==> src/rtl/rv32im_pkg.sv <==
// Shared widths, ALU opcodes and operand-select encoding for the rv32im issue/ALU slice.
// Latency: n/a (declarations only).
// Backpressure: n/a.
package rv32im_pkg;

    localparam int XLEN   = 32;
    localparam int REG_AW = 5;
    localparam int OPC_W  = 5;

    // ALU opcodes, bit-identical to rv32im_alu alu_opcode_i
    localparam logic [OPC_W-1:0] OP_ADD = 5'b00000;
    localparam logic [OPC_W-1:0] OP_SLL = 5'b00001;
    localparam logic [OPC_W-1:0] OP_SLT = 5'b00010;
    localparam logic [OPC_W-1:0] OP_SUB = 5'b01000;

    // Where a register source operand is taken from
    typedef enum logic [1:0] {
        SRC_ZERO = 2'd0,
        SRC_EX   = 2'd1,
        SRC_MEM  = 2'd2,
        SRC_RF   = 2'd3
    } src_sel_e;

    // Contents of the issue holding register
    typedef struct packed {
        logic [XLEN-1:0]   op1;
        logic [XLEN-1:0]   op2;
        logic [OPC_W-1:0]  opc;
        logic [REG_AW-1:0] rd;
        logic              rd_we;
        logic              is_load;
    } iss_t;

endpackage

==> src/rtl/rv32im_fwd_mux.sv <==
// Single register-source resolver: x0 / EX forward / MEM forward / regfile, plus load-use hazard bit.
// Latency: combinational.
// Backpressure: none; hazard output is consumed by the issue stage to stall decode.
//
// Ports: rs_addr/rf_data/used describe the decoded source; ex_*/mem_* are the
// in-flight producers; src_data is the resolved value, hazard requests a stall.
// Build option RV32IM_ISSUE_FWD_EN: defined = forwarding from EX (non-load) and MEM;
// undefined = regfile only, stall on any in-flight producer of a used source.
module rv32im_fwd_mux
    import rv32im_pkg::*;
(
    input  logic [REG_AW-1:0] rs_addr,
    input  logic [XLEN-1:0]   rf_data,
    input  logic              used,
    input  logic              ex_valid,
    input  logic [REG_AW-1:0] ex_rd,
    input  logic [XLEN-1:0]   ex_data,
    input  logic              ex_is_load,
    input  logic              mem_valid,
    input  logic [REG_AW-1:0] mem_rd,
    input  logic [XLEN-1:0]   mem_data,
    output logic [XLEN-1:0]   src_data,
    output logic              hazard
);

    logic     nonzero;
    logic     ex_hit;
    logic     mem_hit;
    src_sel_e sel;

    assign nonzero = (rs_addr != '0);
    assign ex_hit  = ex_valid  && (ex_rd  == rs_addr);
    assign mem_hit = mem_valid && (mem_rd == rs_addr);

`ifdef RV32IM_ISSUE_FWD_EN
    // A load in EX has no data yet, so it cannot forward; it falls through to
    // MEM/RF selection but the hazard bit keeps the instruction from issuing.
    always_comb begin
        sel = SRC_RF;
        if (!nonzero)
            sel = SRC_ZERO;
        else if (ex_hit && !ex_is_load)
            sel = SRC_EX;
        else if (mem_hit)
            sel = SRC_MEM;
    end

    assign hazard = used && nonzero && ex_hit && ex_is_load;
`else
    always_comb begin
        sel = SRC_RF;
        if (!nonzero)
            sel = SRC_ZERO;
    end

    // Without bypass any producer still in flight must retire first
    assign hazard = used && nonzero && (ex_hit || mem_hit);

    logic unused_fwd;
    assign unused_fwd = ex_is_load;
`endif

    always_comb begin
        src_data = '0;
        case (sel)
            SRC_ZERO: src_data = '0;
            SRC_EX:   src_data = ex_data;
            SRC_MEM:  src_data = mem_data;
            SRC_RF:   src_data = rf_data;
            default:  src_data = '0;
        endcase
    end

endmodule

==> src/rtl/rv32im_alu_issue.sv <==
// Operand-issue stage ahead of rv32im_alu: resolves sources, muxes PC/imm, registers ALU operands.
// Latency: 1 cycle from accept to iss_valid_o.
// Backpressure: dec_ready_o drops while the held entry is stalled by EX, on a RAW hazard, or on flush.
//
// Ports: clk_i/rst_ni (async active-low), flush_i; dec_* decoded instruction in;
// ex_fwd_*/mem_fwd_* producer results; iss_valid_o/ex_ready_i handshake to EX with
// aluoperand_1_o/aluoperand_2_o/alu_opcode_o and iss_rd_addr_o/iss_rd_we_o/iss_is_load_o.
// Build option RV32IM_ISSUE_FWD_EN enables EX/MEM forwarding (see rv32im_fwd_mux).
module rv32im_alu_issue
    import rv32im_pkg::*;
(
    input  logic              clk_i,
    input  logic              rst_ni,
    input  logic              flush_i,
    input  logic              dec_valid_i,
    output logic              dec_ready_o,
    input  logic [XLEN-1:0]   dec_pc_i,
    input  logic [REG_AW-1:0] dec_rs1_addr_i,
    input  logic [REG_AW-1:0] dec_rs2_addr_i,
    input  logic [XLEN-1:0]   dec_rs1_data_i,
    input  logic [XLEN-1:0]   dec_rs2_data_i,
    input  logic [XLEN-1:0]   dec_imm_i,
    input  logic              dec_use_pc_i,
    input  logic              dec_use_imm_i,
    input  logic [OPC_W-1:0]  dec_alu_opcode_i,
    input  logic [REG_AW-1:0] dec_rd_addr_i,
    input  logic              dec_rd_we_i,
    input  logic              dec_is_load_i,
    input  logic              ex_fwd_valid_i,
    input  logic [REG_AW-1:0] ex_fwd_rd_i,
    input  logic [XLEN-1:0]   ex_fwd_data_i,
    input  logic              ex_fwd_is_load_i,
    input  logic              mem_fwd_valid_i,
    input  logic [REG_AW-1:0] mem_fwd_rd_i,
    input  logic [XLEN-1:0]   mem_fwd_data_i,
    output logic              iss_valid_o,
    input  logic              ex_ready_i,
    output logic [XLEN-1:0]   aluoperand_1_o,
    output logic [XLEN-1:0]   aluoperand_2_o,
    output logic [OPC_W-1:0]  alu_opcode_o,
    output logic [REG_AW-1:0] iss_rd_addr_o,
    output logic              iss_rd_we_o,
    output logic              iss_is_load_o
);

    logic [XLEN-1:0] src1;
    logic [XLEN-1:0] src2;
    logic            hz1;
    logic            hz2;
    logic            hazard;
    logic            load;
    logic            iss_vld_q;
    iss_t            iss_q;
    iss_t            iss_d;

    rv32im_fwd_mux u_fwd_rs1 (
        .rs_addr    (dec_rs1_addr_i),
        .rf_data    (dec_rs1_data_i),
        .used       (!dec_use_pc_i),
        .ex_valid   (ex_fwd_valid_i),
        .ex_rd      (ex_fwd_rd_i),
        .ex_data    (ex_fwd_data_i),
        .ex_is_load (ex_fwd_is_load_i),
        .mem_valid  (mem_fwd_valid_i),
        .mem_rd     (mem_fwd_rd_i),
        .mem_data   (mem_fwd_data_i),
        .src_data   (src1),
        .hazard     (hz1)
    );

    rv32im_fwd_mux u_fwd_rs2 (
        .rs_addr    (dec_rs2_addr_i),
        .rf_data    (dec_rs2_data_i),
        .used       (!dec_use_imm_i),
        .ex_valid   (ex_fwd_valid_i),
        .ex_rd      (ex_fwd_rd_i),
        .ex_data    (ex_fwd_data_i),
        .ex_is_load (ex_fwd_is_load_i),
        .mem_valid  (mem_fwd_valid_i),
        .mem_rd     (mem_fwd_rd_i),
        .mem_data   (mem_fwd_data_i),
        .src_data   (src2),
        .hazard     (hz2)
    );

    assign hazard = dec_valid_i && (hz1 || hz2);

    // Room exists when the holding register is empty or being drained this cycle
    assign dec_ready_o = (!iss_vld_q || ex_ready_i) && !hazard && !flush_i;
    assign load        = dec_valid_i && dec_ready_o;

    always_comb begin
        iss_d         = '0;
        iss_d.op1     = dec_use_pc_i  ? dec_pc_i  : src1;
        iss_d.op2     = dec_use_imm_i ? dec_imm_i : src2;
        iss_d.opc     = dec_alu_opcode_i;
        iss_d.rd      = dec_rd_addr_i;
        iss_d.rd_we   = dec_rd_we_i;
        iss_d.is_load = dec_is_load_i;
    end

    // Payload only changes on load, so it stays stable while EX stalls
    always_ff @(posedge clk_i or negedge rst_ni) begin
        if (!rst_ni) begin
            iss_vld_q <= 1'b0;
            iss_q     <= '0;
        end else if (flush_i) begin
            iss_vld_q <= 1'b0;
        end else if (load) begin
            iss_vld_q <= 1'b1;
            iss_q     <= iss_d;
        end else if (ex_ready_i) begin
            iss_vld_q <= 1'b0;
        end
    end

    assign iss_valid_o    = iss_vld_q;
    assign aluoperand_1_o = iss_q.op1;
    assign aluoperand_2_o = iss_q.op2;
    assign alu_opcode_o   = iss_q.opc;
    assign iss_rd_addr_o  = iss_q.rd;
    assign iss_rd_we_o    = iss_q.rd_we;
    assign iss_is_load_o  = iss_q.is_load;

endmodule
==> config.mk <==
export PLATFORM = sky130hd
export DESIGN_NAME = rv32im_alu_issue
export DESIGN_NICKNAME = d
export VERILOG_FILES = /design/src/rtl/rv32im_pkg.sv /design/src/rtl/rv32im_fwd_mux.sv /design/src/rtl/rv32im_alu_issue.sv
export SDC_FILE = /design/constraint.sdc
export NUM_CORES = 1
export LEC_CHECK = 0
export ABC_AREA = 1
export BUFFER_PORTS_ARGS = -buffer_cell sky130_fd_sc_hd__buf_4
export CORE_AREA = 5 5 117 119
export CTS_CLUSTER_DIAMETER = 150
export DETAILED_ROUTE_END_ITERATION = 8
export DIE_AREA = 0 0 122 124
export PLACE_DENSITY = 0.74
export SLEW_MARGIN = 30
export SYNTH_ARGS = -nofsm -noshare
export SYNTH_HDL_FRONTEND = slang
export SYNTH_SLANG_ARGS = --single-unit
==> constraint.sdc <==
create_clock -name clk_i -period 1.3 [get_ports clk_i]
set_input_delay 0.195 -clock clk_i [delete_from_list [all_inputs] [get_ports clk_i]]
set_output_delay 0.195 -clock clk_i [all_outputs]
set_load 0.01 [all_outputs]
### Word-level counts from Yosys, hierarchy flattened

Index checks and enable logic that the tools add are counted.

| storage, ports and cells | value |
|---|---|
| bits in registers | 77 |
| bits of input ports | 234 |
| output and inout port bits | 78 |
| logic and storage cells | 54 |

| operators by class | value |
|---|---|
| equality and inequality tests | 10 |
| multiplexer cells | 9 |
| bitwise logic cells | 1 |
| reduce and logical (&&, ||, !) cells | 27 |

Operators by type and width:

| operator | count |
|---|---|
| $pmux W32 S4 | 2 |
| $mux W32 | 2 |
| $eq A5 B5 Y1 | 4 |
| $logic_and A1 B1 Y1 | 12 |
| $reduce_bool A5 Y1 | 2 |
| $eq A2 B2 Y1 const B | 4 |
| $logic_not A1 Y1 | 5 |
| $eq A2 B1 Y1 const B | 2 |
| $logic_not A2 Y1 | 2 |
| $logic_or A1 B1 Y1 | 4 |
| $mux W2 | 2 |
| $mux W1 | 3 |
| $reduce_bool A3 Y1 | 1 |
| $reduce_and A2 Y1 | 1 |
| $not A1 Y1 | 1 |

### Longest topological paths before layout

| depth | value |
|---|---|
| depth in word-level cells | 12 |
| gate-level depth with buffers | 13 |
| gate-level depth less buffers | 11 |

### Cells and area by module

A second synthesis with hierarchy kept.

| unflattened totals | value |
|---|---|
| cells, all modules | 797 |
| area total of the unflattened synthesis | 5008.6 µm² |

Modules (own cells, without submodules):

| module | instances | cells each | area each (µm²) | seq. area each (µm²) |
|---|---|---|---|---|
| rv32im_alu_issue | 1 | 555 | 3992.6 | 1926.8 |
| rv32im_fwd_mux | 2 | 121 | 508.0 | 0.0 |

### Worst setup path after synthesis

OpenSTA, ideal clock, no wires.

| timing | value |
|---|---|
| path type | register -> output |
| start point | register iss_vld_q (netlist: iss_valid_o) |
| end point | output dec_ready_o |
| arrival time | 1.195 ns |
| data required time | 1.105 ns |
| setup slack | -0.090 ns |
| stages on the path, launching flop included | 4 |
| buffers on the path | 1 |
| cell sequence | dfrtp_1 -> a21oi_2 -> buf_2 -> a21boi_0 |

| on the way | value |
|---|---|
| longest elaborated chain between the ends | 4 |

RTL lines:

| what | RTL line | source |
|---|---|---|
| start, declared | rv32im_alu_issue.sv:52 | `logic iss_vld_q;` |
| start signal, assigned | rv32im_alu_issue.sv:105 | `iss_vld_q <= 1'b0;` |
| start signal, assigned | rv32im_alu_issue.sv:108 | `iss_vld_q <= 1'b0;` |
| start signal, assigned | rv32im_alu_issue.sv:110 | `iss_vld_q <= 1'b1;` |
| $logic_not A1 Y1 | rv32im_alu_issue.sv:89 | `assign dec_ready_o = (!iss_vld_q \|\| ex_ready_i) && !hazard && !flush_i;` |
| $logic_or A1 B1 Y1 | rv32im_alu_issue.sv:89 |  |
| $logic_and A1 B1 Y1 (2 in a row) | rv32im_alu_issue.sv:89 |  |
| end, declared | rv32im_alu_issue.sv:16 | `output logic dec_ready_o,` |

No other way between the ends.

### Worst setup path after layout

Same ends and word-level chain as after synthesis.

==> results.md <==
- Outcome: finished, violations left
- Violated checks: negative setup slack
- Number of global-route vias before repair: 4,585
- Clk Latency, worst-skew pair: 0.33 ns
- Syn_area_per_cell: about 6.7 µm²
- Worst Path Required: between 1 and 1.5 ns
- IO Count: 312
- Async set or reset register ratio after synthesis: 100%
- Fin crit share: 114%
- DRC viols: 0
- Top cells by area, synth: dfrtp_1 (44%), nand2_1 (34%), nand4_1 (11%)
- Clock-pin slew on the worst setup and hold paths: 0.06 ns
- Core outline area: 12,500 µm²
- Area of the mapped netlist: around 4400 µm²
- Number of antenna violations at the first check in global routing: 0
- Pwr Total: 8.68 mW
- Synth top area share: 43.7%
- Rows: 41
- Worst R2R Setup Slack: -0.11 ns
- Final #Nets: roughly 1.1k
- Starting Density: 35.4%
- CTS tree: done
- HP Class: input pin to register
- Initial DRC Count: 259
- Width of the die: 122 µm
- Reg-to-Reg Start: iss_valid_o$_DFFE_PN0P_
- RSZ-0062 raised after global routing: true
- Die ar.: 15,100 µm²
- Total gr overflow: 0
- F_max: 0.672 GHz
- Worst Hold Path Cells: 2
- CP endpoint kind: primary output
- Post-synth net total: 892
- Clock root cell: clkbuf_16
- 1st-pass router iterations: 4
- Sequential share of the synthesized area: 43.7%
- Worst Reg2Reg Path Length in Cells: 7
- H-tree depth: 3
- Vias/cell: 4.74
- Antenna Nets Post-Route: 0
- DP Wirelength: roughly 11,000 µm
- Worst slew pin tran: 0.419 ns
- Worst IR Drop VDD: 0.000515 V
- Chip Height: 124 µm
- Area growth from synthesis to layout: 57.1%
- Synthesized flop and latch total: just under 80
- Top FF cell, synth: dfrtp_1
- Port bufs: 246
- Final Hold Fails: 0
- Yosys cell types: 18
- Worst R2R End: aluoperand_2_o[9]$_DFFE_PN0P_
- Inserted Diodes: 0
- Crit path launch type: register
- EDFF count, synth: 0
- Crit Path Class: register to primary output
- Clock buffer count from CTS: 9
- Layout Skew: between 0.006 and 0.007 ns
- Crit-path max FO: 2
- WHS Endpoint: iss_valid_o$_DFFE_PN0P_
- Setup-failing EPs final: 77
- Leak: 4.06 nW
- CTS sink count: between 70 and 80
- Layout cells sized above 1: 33.5%
- CTS Buffer Depth: 2
- Vias: 5,070
- CP arrival: 1.29 ns
- Fin crit period: 1.49 ns
- Routed wire per std cell: ~14 µm
- Yosys warns: 0
- Hold path startpoint: flush_i
- Largest area contributor in the netlist: dfrtp_1
- Post-route setup slack: -0.188 ns
- Syn Inst Count: 658
- Total wire length: between 15,000 and 20,000 µm
- Power Density: 1250 nW/µm²
- GPL Wtd Cong: 0.933
- First-pass GRT wire length: 23,100 µm
- Dpl ws: -0.254 ns
- Max Cap Viol: 0
- Max-slew headroom: 72.0%
- Total GRT Usage: 19.3%
- Largest net degree at the start of global routing: 78
- Pins Over Slew Limit: 0
==> state kept, by name, indices dropped and copies added (netlist names) <==
signal          flops
iss_rd_addr_o       5
iss_valid_o         1
iss_rd_we_o         1
iss_is_load_o       1
aluoperand_2_o     32
aluoperand_1_o     32
alu_opcode_o        5
==> worst max-delay path, stage by stage (launching register included) <==
cell and delay, ns:
dfrtp_1 0.40, a21oi_4 0.18, buf_6 0.12, a21boi_2 0.13, buf_4 0.13
==> metrics by stage <==
stage	util, %	std cells	hold slack, ns	instance area (µm²)	TNS, ns
5_1_grt	55.6	1070	0.0651	6930	-14.06
2_1_floorplan	-	658	-0.101	4420	0
6_report	55.6	1070	0.0692	6930	-6.69
4_1_cts	55.2	1068	0.0770	6880	-6.25
3_5_place_dp	52.0	1050	0.257	6480	-13.33
3_3_place_gp	52.0	1050	0.252	6480	-12.48
==> synthesized netlist by cell type, types with 3 or more instances <==
master	number
buf_1	5
buf_2	15
buf_4	3
buf_6	6
clkbuf_1	18
dfrtp_1	77
inv_1	15
inv_2	9
nand2_1	403
nand3_1	4
nand4_1	77
nor2_1	18
o21ai_1	3
==> timing repair <==
action                                  CTS  global route
buffers inserted                          1             1
gates cloned                              0             1
gates resized for setup                   2             4
endpoints found under the setup margin   27            78
pin swaps                                 1             1
hold buffers                              1             0
hold endpoints to repair                 77             0
==> worst max-delay path by stage <==
stage,startpoint,to,slack (ns),cells after the start
6_report,iss_valid_o$_DFFE_PN0P_,dec_ready_o,-0.19,4
4_1_cts,iss_valid_o$_DFFE_PN0P_,dec_ready_o,-0.27,4
5_1_grt,iss_valid_o$_DFFE_PN0P_,dec_ready_o,-0.28,4
3_3_place_gp,dec_rs2_addr_i[4],aluoperand_1_o[7]$_DFFE_PN0P_,-0.22,13
2_1_floorplan,iss_valid_o$_DFFE_PN0P_,dec_ready_o,0.0006,3
3_5_place_dp,dec_rs2_addr_i[4],aluoperand_1_o[28]$_DFFE_PN0P_,-0.25,13
==> where the power goes <==
group,total [mW],switching [mW],internal [mW]
logic,2.51,1.24,1.27
clock network,3.10,0.973,2.12
registers,3.08,0.250,2.83
total,8.68,2.46,6.22
==> per-layer routing <==
| metal | vias up | wire length [µm] | track usage, % |
|---|---|---|---|
| met1 | 2286 | 6500 | 24.0 |
| met5 | - | 0 | 0 |
| met2 | 210 | 7250 | 32.7 |
| li1 | 2555 | - | - |
| met3 | 19 | 1520 | 5.81 |
| met4 | 0 | 223 | 5.74 |
==> cells by family after synthesis <==
logic type	Yosys count	share of synthesized area, %
AOI/OAI and AO/OA	6	0.908
buffers and inverters	71	7.75
DFF	77	43.7
and+or+nand+nor	504	47.6
==> layout by cell type, fill, tap and decap left out, types with 3 or more instances in the layout <==
| cell type | netlist | routed |
|---|---|---|
| buf_4 | 3 | 259 |
| inv_1 | 15 | 15 |
| inv_2 | 9 | 9 |
| nor2_1 | 18 | 18 |
| dfrtp_1 | 77 | 77 |
| nand3_1 | 4 | 4 |
| clkbuf_16 | 0 | 10 |
| nand2_1 | 403 | 402 |
| bufinv_16 | 0 | 4 |
| buf_12 | 0 | 7 |
| nand4_1 | 77 | 77 |
| buf_6 | 6 | 3 |
==> layout make-up <==
type	instances	area (µm²)
clock inverter	6	134
inverter	24	90.1
tap	172	215
clock buffer	10	239
timing repair buffer	271	2150
multi-input combinational	510	2170
fill	1204	5540
sequential	77	1930
Power figures use the tool's default switching activity.
